[src/rtl/rob_pkg.sv]
// Shared definitions for the reorder buffer slice.
//   rob_tag_w   : tag width derived from the entry count
//   rob_flags_t : per-entry occupancy/completion flags
package rob_pkg;

    // Tag width for a DEPTH-entry buffer; never narrower than one bit.
    function automatic int unsigned rob_tag_w(input int unsigned depth);
        return (depth <= 2) ? 1 : $clog2(depth);
    endfunction

    typedef struct packed {
        logic valid;
        logic done;
    } rob_flags_t;

endpackage

[src/rtl/rob_lookup.sv]
// Single operand lookup with same-cycle CDB bypass.
//   q_valid/q_tag   : operand producer request (q_valid=0 means operand comes from the regfile)
//   cdb_*           : result broadcast this cycle
//   done_vec/data_vec : per-entry completion flags and result data
//   q_ready/q_data  : operand availability and value
module rob_lookup
    import rob_pkg::*;
#(
    parameter int unsigned DEPTH  = 8,
    parameter int unsigned DATA_W = 32,
    parameter int unsigned TAG_W  = 3
) (
    input  logic                          q_valid,
    input  logic [TAG_W-1:0]              q_tag,
    input  logic                          cdb_valid,
    input  logic [TAG_W-1:0]              cdb_tag,
    input  logic [DATA_W-1:0]             cdb_data,
    input  logic [DEPTH-1:0]              done_vec,
    input  logic [DEPTH-1:0][DATA_W-1:0]  data_vec,
    output logic                          q_ready,
    output logic [DATA_W-1:0]             q_data
);

    always_comb begin
        q_ready = 1'b1;
        q_data  = '0;
        if (q_valid) begin
            if (cdb_valid && (cdb_tag == q_tag)) begin
                q_ready = 1'b1;
                q_data  = cdb_data;
            end else begin
                q_ready = done_vec[q_tag];
                q_data  = data_vec[q_tag];
            end
        end
    end

endmodule

[src/rtl/reorder_buffer.sv]
// In-order retirement buffer: one allocation, one CDB completion and one
// commit per cycle; flush squashes every in-flight entry.
//   alloc_*  : decoder allocation handshake, tag = tail pointer
//   q1_*/q2_*: operand lookups with CDB bypass
//   cdb_*    : completion broadcast
//   commit_* : registered retirement of the head entry
//   count/empty : occupancy
module reorder_buffer
    import rob_pkg::*;
#(
    parameter int unsigned DEPTH  = 8,
    parameter int unsigned DATA_W = 32,
    parameter int unsigned REG_AW = 5,
    localparam int unsigned TAG_W = rob_tag_w(DEPTH)
) (
    input  logic              clk,
    input  logic              rst,
    input  logic              flush,
    input  logic              alloc_valid,
    input  logic [REG_AW-1:0] alloc_rd,
    output logic              alloc_ready,
    output logic [TAG_W-1:0]  alloc_tag,
    input  logic              q1_valid,
    input  logic [TAG_W-1:0]  q1_tag,
    output logic              q1_ready,
    output logic [DATA_W-1:0] q1_data,
    input  logic              q2_valid,
    input  logic [TAG_W-1:0]  q2_tag,
    output logic              q2_ready,
    output logic [DATA_W-1:0] q2_data,
    input  logic              cdb_valid,
    input  logic [TAG_W-1:0]  cdb_tag,
    input  logic [DATA_W-1:0] cdb_data,
    output logic              commit_valid,
    output logic [REG_AW-1:0] commit_rd,
    output logic [DATA_W-1:0] commit_data,
    output logic [TAG_W-1:0]  commit_tag,
    output logic [TAG_W:0]    count,
    output logic              empty
);

    typedef struct packed {
        rob_flags_t        flags;
        logic [REG_AW-1:0] rd;
        logic [DATA_W-1:0] data;
    } entry_t;

    typedef struct packed {
        logic              valid;
        logic [REG_AW-1:0] rd;
        logic [DATA_W-1:0] data;
        logic [TAG_W-1:0]  tag;
    } commit_t;

    localparam logic [TAG_W:0] FULL_COUNT = (TAG_W+1)'(DEPTH);

    entry_t             ent_q [DEPTH];
    entry_t             ent_d [DEPTH];
    logic [TAG_W-1:0]   head_q, head_d;
    logic [TAG_W-1:0]   tail_q, tail_d;
    logic [TAG_W:0]     count_q, count_d;
    commit_t            commit_q, commit_d;

    logic               alloc_fire;
    logic               commit_fire;
    logic               cdb_hit;
    logic [DEPTH-1:0]             done_vec;
    logic [DEPTH-1:0][DATA_W-1:0] data_vec;

    // Readiness looks at the current count only, so a same-cycle commit
    // never frees a slot for this cycle's allocation.
    assign alloc_ready = (count_q < FULL_COUNT);
    assign alloc_fire  = alloc_valid && alloc_ready;
    assign commit_fire = ent_q[head_q].flags.valid && ent_q[head_q].flags.done;
    assign cdb_hit     = cdb_valid && ent_q[cdb_tag].flags.valid && !ent_q[cdb_tag].flags.done;

    always_comb begin
        ent_d    = ent_q;
        head_d   = head_q;
        tail_d   = tail_q;
        count_d  = count_q;
        commit_d = commit_q;
        commit_d.valid = 1'b0;
        if (flush) begin
            for (int unsigned i = 0; i < DEPTH; i++) begin
                ent_d[i].flags = '0;
            end
            head_d  = '0;
            tail_d  = '0;
            count_d = '0;
        end else begin
            if (cdb_hit) begin
                ent_d[cdb_tag].flags.done = 1'b1;
                ent_d[cdb_tag].data       = cdb_data;
            end
            if (commit_fire) begin
                ent_d[head_q].flags.valid = 1'b0;
                head_d   = head_q + 1'b1;
                commit_d = '{valid: 1'b1, rd: ent_q[head_q].rd,
                             data: ent_q[head_q].data, tag: head_q};
            end
            // The tail slot is never the CDB target (invalid) nor the commit
            // target (head needs valid), so applying alloc last is safe.
            if (alloc_fire) begin
                ent_d[tail_q] = '{flags: '{valid: 1'b1, done: 1'b0},
                                  rd: alloc_rd, data: '0};
                tail_d = tail_q + 1'b1;
            end
            count_d = count_q + {{TAG_W{1'b0}}, alloc_fire} - {{TAG_W{1'b0}}, commit_fire};
        end
    end

    always_ff @(posedge clk) begin
        if (rst) begin
            for (int unsigned i = 0; i < DEPTH; i++) begin
                ent_q[i] <= '0;
            end
            head_q   <= '0;
            tail_q   <= '0;
            count_q  <= '0;
            commit_q <= '0;
        end else begin
            ent_q    <= ent_d;
            head_q   <= head_d;
            tail_q   <= tail_d;
            count_q  <= count_d;
            commit_q <= commit_d;
        end
    end

    always_comb begin
        for (int unsigned i = 0; i < DEPTH; i++) begin
            done_vec[i] = ent_q[i].flags.done;
            data_vec[i] = ent_q[i].data;
        end
    end

    rob_lookup #(.DEPTH(DEPTH), .DATA_W(DATA_W), .TAG_W(TAG_W)) u_lookup1 (
        .q_valid   (q1_valid),
        .q_tag     (q1_tag),
        .cdb_valid (cdb_valid),
        .cdb_tag   (cdb_tag),
        .cdb_data  (cdb_data),
        .done_vec  (done_vec),
        .data_vec  (data_vec),
        .q_ready   (q1_ready),
        .q_data    (q1_data)
    );

    rob_lookup #(.DEPTH(DEPTH), .DATA_W(DATA_W), .TAG_W(TAG_W)) u_lookup2 (
        .q_valid   (q2_valid),
        .q_tag     (q2_tag),
        .cdb_valid (cdb_valid),
        .cdb_tag   (cdb_tag),
        .cdb_data  (cdb_data),
        .done_vec  (done_vec),
        .data_vec  (data_vec),
        .q_ready   (q2_ready),
        .q_data    (q2_data)
    );

    assign alloc_tag    = tail_q;
    assign commit_valid = commit_q.valid;
    assign commit_rd    = commit_q.rd;
    assign commit_data  = commit_q.data;
    assign commit_tag   = commit_q.tag;
    assign count        = count_q;
    assign empty        = (count_q == '0);

endmodule

[config.mk]
export PLATFORM = sky130hd
export DESIGN_NAME = reorder_buffer
export DESIGN_NICKNAME = d
export VERILOG_FILES = /design/src/rtl/rob_pkg.sv /design/src/rtl/rob_lookup.sv /design/src/rtl/reorder_buffer.sv
export SDC_FILE = /design/constraint.sdc
export NUM_CORES = 1
export LEC_CHECK = 0
export CORE_ASPECT_RATIO = 1.25
export CORE_MARGIN = 1.5
export CORE_UTILIZATION = 42
export CTS_CLUSTER_DIAMETER = 100
export DETAILED_ROUTE_END_ITERATION = 7
export SYNTH_ARGS = -nofsm -noshare
export SYNTH_HDL_FRONTEND = slang
export SYNTH_HIERARCHICAL = 1
export SYNTH_SLANG_ARGS = --single-unit
export TNS_END_PERCENT = 100
[constraint.sdc]
create_clock -name clk -period 2.38 [get_ports clk]
set_clock_uncertainty 0.05 [all_clocks]
set_input_delay 0.476 -clock clk [delete_from_list [all_inputs] [get_ports clk]]
set_output_delay 0.476 -clock clk [all_outputs]
set_load 0.01 [all_outputs]
==> reports/qor.yml, run 1 <==
clock_network:
  clock_sinks: 363
  cts_tree: "done"
  clock-root-buffer: "clkbuf_16"
  cts-htree-levels: 2
  numCtsBuffers: 40
  path_clk_slew_ns: 0.06
  clock_path_buffers: 3
  clock_latency_ns: 0.56
worst_hold_path:
  hp-class: "in2reg"
  hold_depth: 2
  hold_end: "commit_data[27]"
  min_from: "rst"
finish:
  final_util_pct: 56.27
  n_antenna_cell: 0
  regArea_mm2: 0.007350
  multi_input_area_mm2: 0.01176
  finalInstanceArea_mm2: 0.02590
  layout.nets: 2059
  layout-drive-gt1-share_pct: 40.62
  fillers: 3833
  syn_to_final_growth_pct: 32.65
  stdcell_count: 2611
detailed_routing:
  met2_length_um: 34490
  drc: 0
  routed_wl_um: 72150
  dr_wl_met3_um: 6420
  wl_per_cell_um: 27.63
  drt-met1-wl_um: 28900
  firstDrtPassIters: 5
  via_per_inst: 6.579
  num_vias: 17179
  drt_iter0_drc: 1635
  drtAntennaViolNets: 0
  top_layer: "met4"
pwr:
  peakVddDrop_mv: 0.4413
  finalPower_mw: 13.83
  power_density_mw_per_mm2: 534.1
  p_leak_nw: 9.315
synth:
  ys_seq_area_share_pct: 37.22
  ys_ff_latch: 363
  ys_async_sr_fraction_pct: 0
  synth_warnings: 6
  avgSynthCellArea_um2: 11.31
  synth_edf_count: 0
  ys_types: 59
  syn_inst: 1726
  synth_area_mm2: 0.01952
  syn_nets: 1787
  ys.flop_type: "dfxtp_1"
place:
  portBuffers: 168
  place_ws_ns: -0.6982
  place_congestion: 0.8669
  place_hpwl_um: 42240
  dp.cells: 2471
  placed_area_mm2: 0.02306
global_route:
  grt_start_max_net_pins: 89
  grt_pass1_wl_um: 106500
  antenna_found_initial: 0
  grt_pass1_vias: 17314
  grt_overflow: 0
  track_usage_pct: 29.19
die:
  die-area_mm2: 0.04780
  fp-row-count: 88
  coreArea_mm2: 0.04602
  die_h_um: 244.1
  die_w_um: 195.9
  start_util_pct: 42.42
  ios: 169
flow_run:
  drv_cap: 0
timing:
  tns_ns: -2.021
  period_needed_ns: 2.497
  relSlewSlack_pct: 53.60
  hold_violations: 0
  rsz0062_at_grt: "true"
  setup_viol: 43
  tightestPinTransition_ns: 0.6961
  finalCritPeriodShare_pct: 104.9
  timing.fmax_mhz: 400.6
  layout_setup_ws_ns: -0.1165
  hold_ws_ns: 0.2217
  final-max-slew-violation-count: 0
run_status:
  violations: "negative setup slack"
  status: "complete, but fails checks"
setup_path:
  worstSetupStartpointType: "register"
  r2r_end: "count[2]"
  critical_path_arrival_ns: 1.97
  worstSetupEndpointType: "output port"
  critical_path_peak_fanout: 3
  r2r_cells: 9
  path_class: "reg2out"
  cp.required_ns: 1.85
  worstReg2RegStart: "head_q[0]"
  r2r_setup_slack_ns: -0.02
==> layout make-up <==
cell class / instances / area share, %
Timing Repair Buffer: 445 / 18.25
Clock inverter: 10 / 0.4348
Clock buffer: 60 / 4.507
Tap cell: 585 / 2.826
Multi-Input combinational cell: 1135 / 45.42
Sequential cell: 363 / 28.38
Inverter: 13 / 0.1884
==> cells in the final DEF, fill, tap and decap left out, drive strengths merged, types with 78 or more instances in the layout <==
master / netlist / final
dfxtp: 363 / 363
buf: 98 / 345
mux2i: 178 / 178
mux4: 170 / 170
nor2: 134 / 134
a32o: 128 / 128
a21oi: 128 / 128
a22o: 96 / 96
clkdlybuf4s50: 0 / 90
o21ai: 78 / 78
==> power by group <==
group / total (mW) / internal (mW) / switching [mW] / leakage [nW]
Combinational: 1.55 / 0.683 / 0.867 / 5.73
Clock: 6.19 / 3.61 / 2.58 / 0.631
Sequential: 6.10 / 6.08 / 0.0115 / 2.96
Total: 13.8 / 10.4 / 3.46 / 9.32
==> layer usage <==
| layer | vias to the layer above | track usage, % |
|---|---|---|
| met2 | 977 | 47.79 |
| met5 | - | 0 |
| met1 | 8678 | 38.59 |
| li1 | 7336 | - |
| met3 | 188 | 4.965 |
| met4 | 0 | 11.18 |
==> registers in the layout, indices dropped and copies added, names as in the netlist <==
| register | count |
|---|---|
| head_q | 3 |
| data_vec | 256 |
| count | 4 |
| commit_rd | 5 |
| commit_tag | 3 |
| commit_valid | 1 |
| alloc_tag | 3 |
| done_vec | 8 |
| commit_data | 32 |
| ent_q | 48 |
==> critical path: stages, from the launching register on <==
cell,delay (ns)
dfxtp_2,0.32
buf_6,0.12
mux4_2,0.46
mux2i_1,0.17
nand3_1,0.17
buf_2,0.18
==> worst max path at each step <==
stage                      startpoint    endpoint  slack [ns]
after floorplan             head_q[1]    count[1]       -0.04
after global placement     cdb_tag[1]  q2_data[0]       -0.69
after detailed placement   cdb_tag[1]  q2_data[0]       -0.70
after CTS                 done_vec[2]    q2_ready        -0.1
after global routing      done_vec[7]    q2_ready       -0.16
final                     done_vec[2]    q2_ready       -0.12
==> cells in the mapped netlist, types with 5 or more instances <==
master	instances	area, µm²
clkbuf_2	31	155.2
a22oi_1	32	240.2
o21ai_0	73	365.4
a32o_1	128	1281
and2_1	7	43.79
dfxtp_1	363	7267
nand2_1	30	112.6
mux4_1	8	210.2
nand3_1	5	25.02
inv_1	13	48.80
buf_2	66	330.3
mux2_2	37	416.7
a22o_1	96	840.8
buf_6	8	90.09
nor2_1	133	499.2
buf_4	9	67.56
o22ai_1	37	231.5
buf_12	8	160.2
mux2i_1	178	1782
nor2b_1	8	50.05
nand4_1	5	31.28
a21oi_1	128	640.6
xnor2_1	10	87.58
ha_1	7	87.58
clkbuf_1	82	307.8
buf_1	7	26.28
mux4_2	162	3649
==> logic make-up (layout without fill, tap and decap cells) <==
logic type | Yosys count | after routing | synth area share [%]
compound gates | 512 | 512 | 19.27
xor+xnor | 11 | 11 | 0.4934
fa+ha+maj | 8 | 8 | 0.5511
buf+inv | 228 | 528 | 6.229
flops | 363 | 363 | 37.22
mux | 385 | 385 | 31.02
simple gates | 219 | 219 | 5.216
==> timing repair <==
action | in CTS | in global routing
buffers inserted | 39 | 21
hold buffers | 0 | 0
cloned | 11 | 8
resized for setup | 481 | 134
pin swaps | 18 | 29
endpoints found under the setup margin | 70 | 93
Power figures use the tool's default switching activity.
==> run 2: changes to the inputs <==
--- a/config.mk
+++ b/config.mk
@@ -14,4 +14,3 @@
 export SYNTH_HDL_FRONTEND = slang
 export SYNTH_HIERARCHICAL = 1
 export SYNTH_SLANG_ARGS = --single-unit
-export TNS_END_PERCENT = 100
==> results of run 2 <==
Final layout, timing and power as in run 1 (identical DEF).
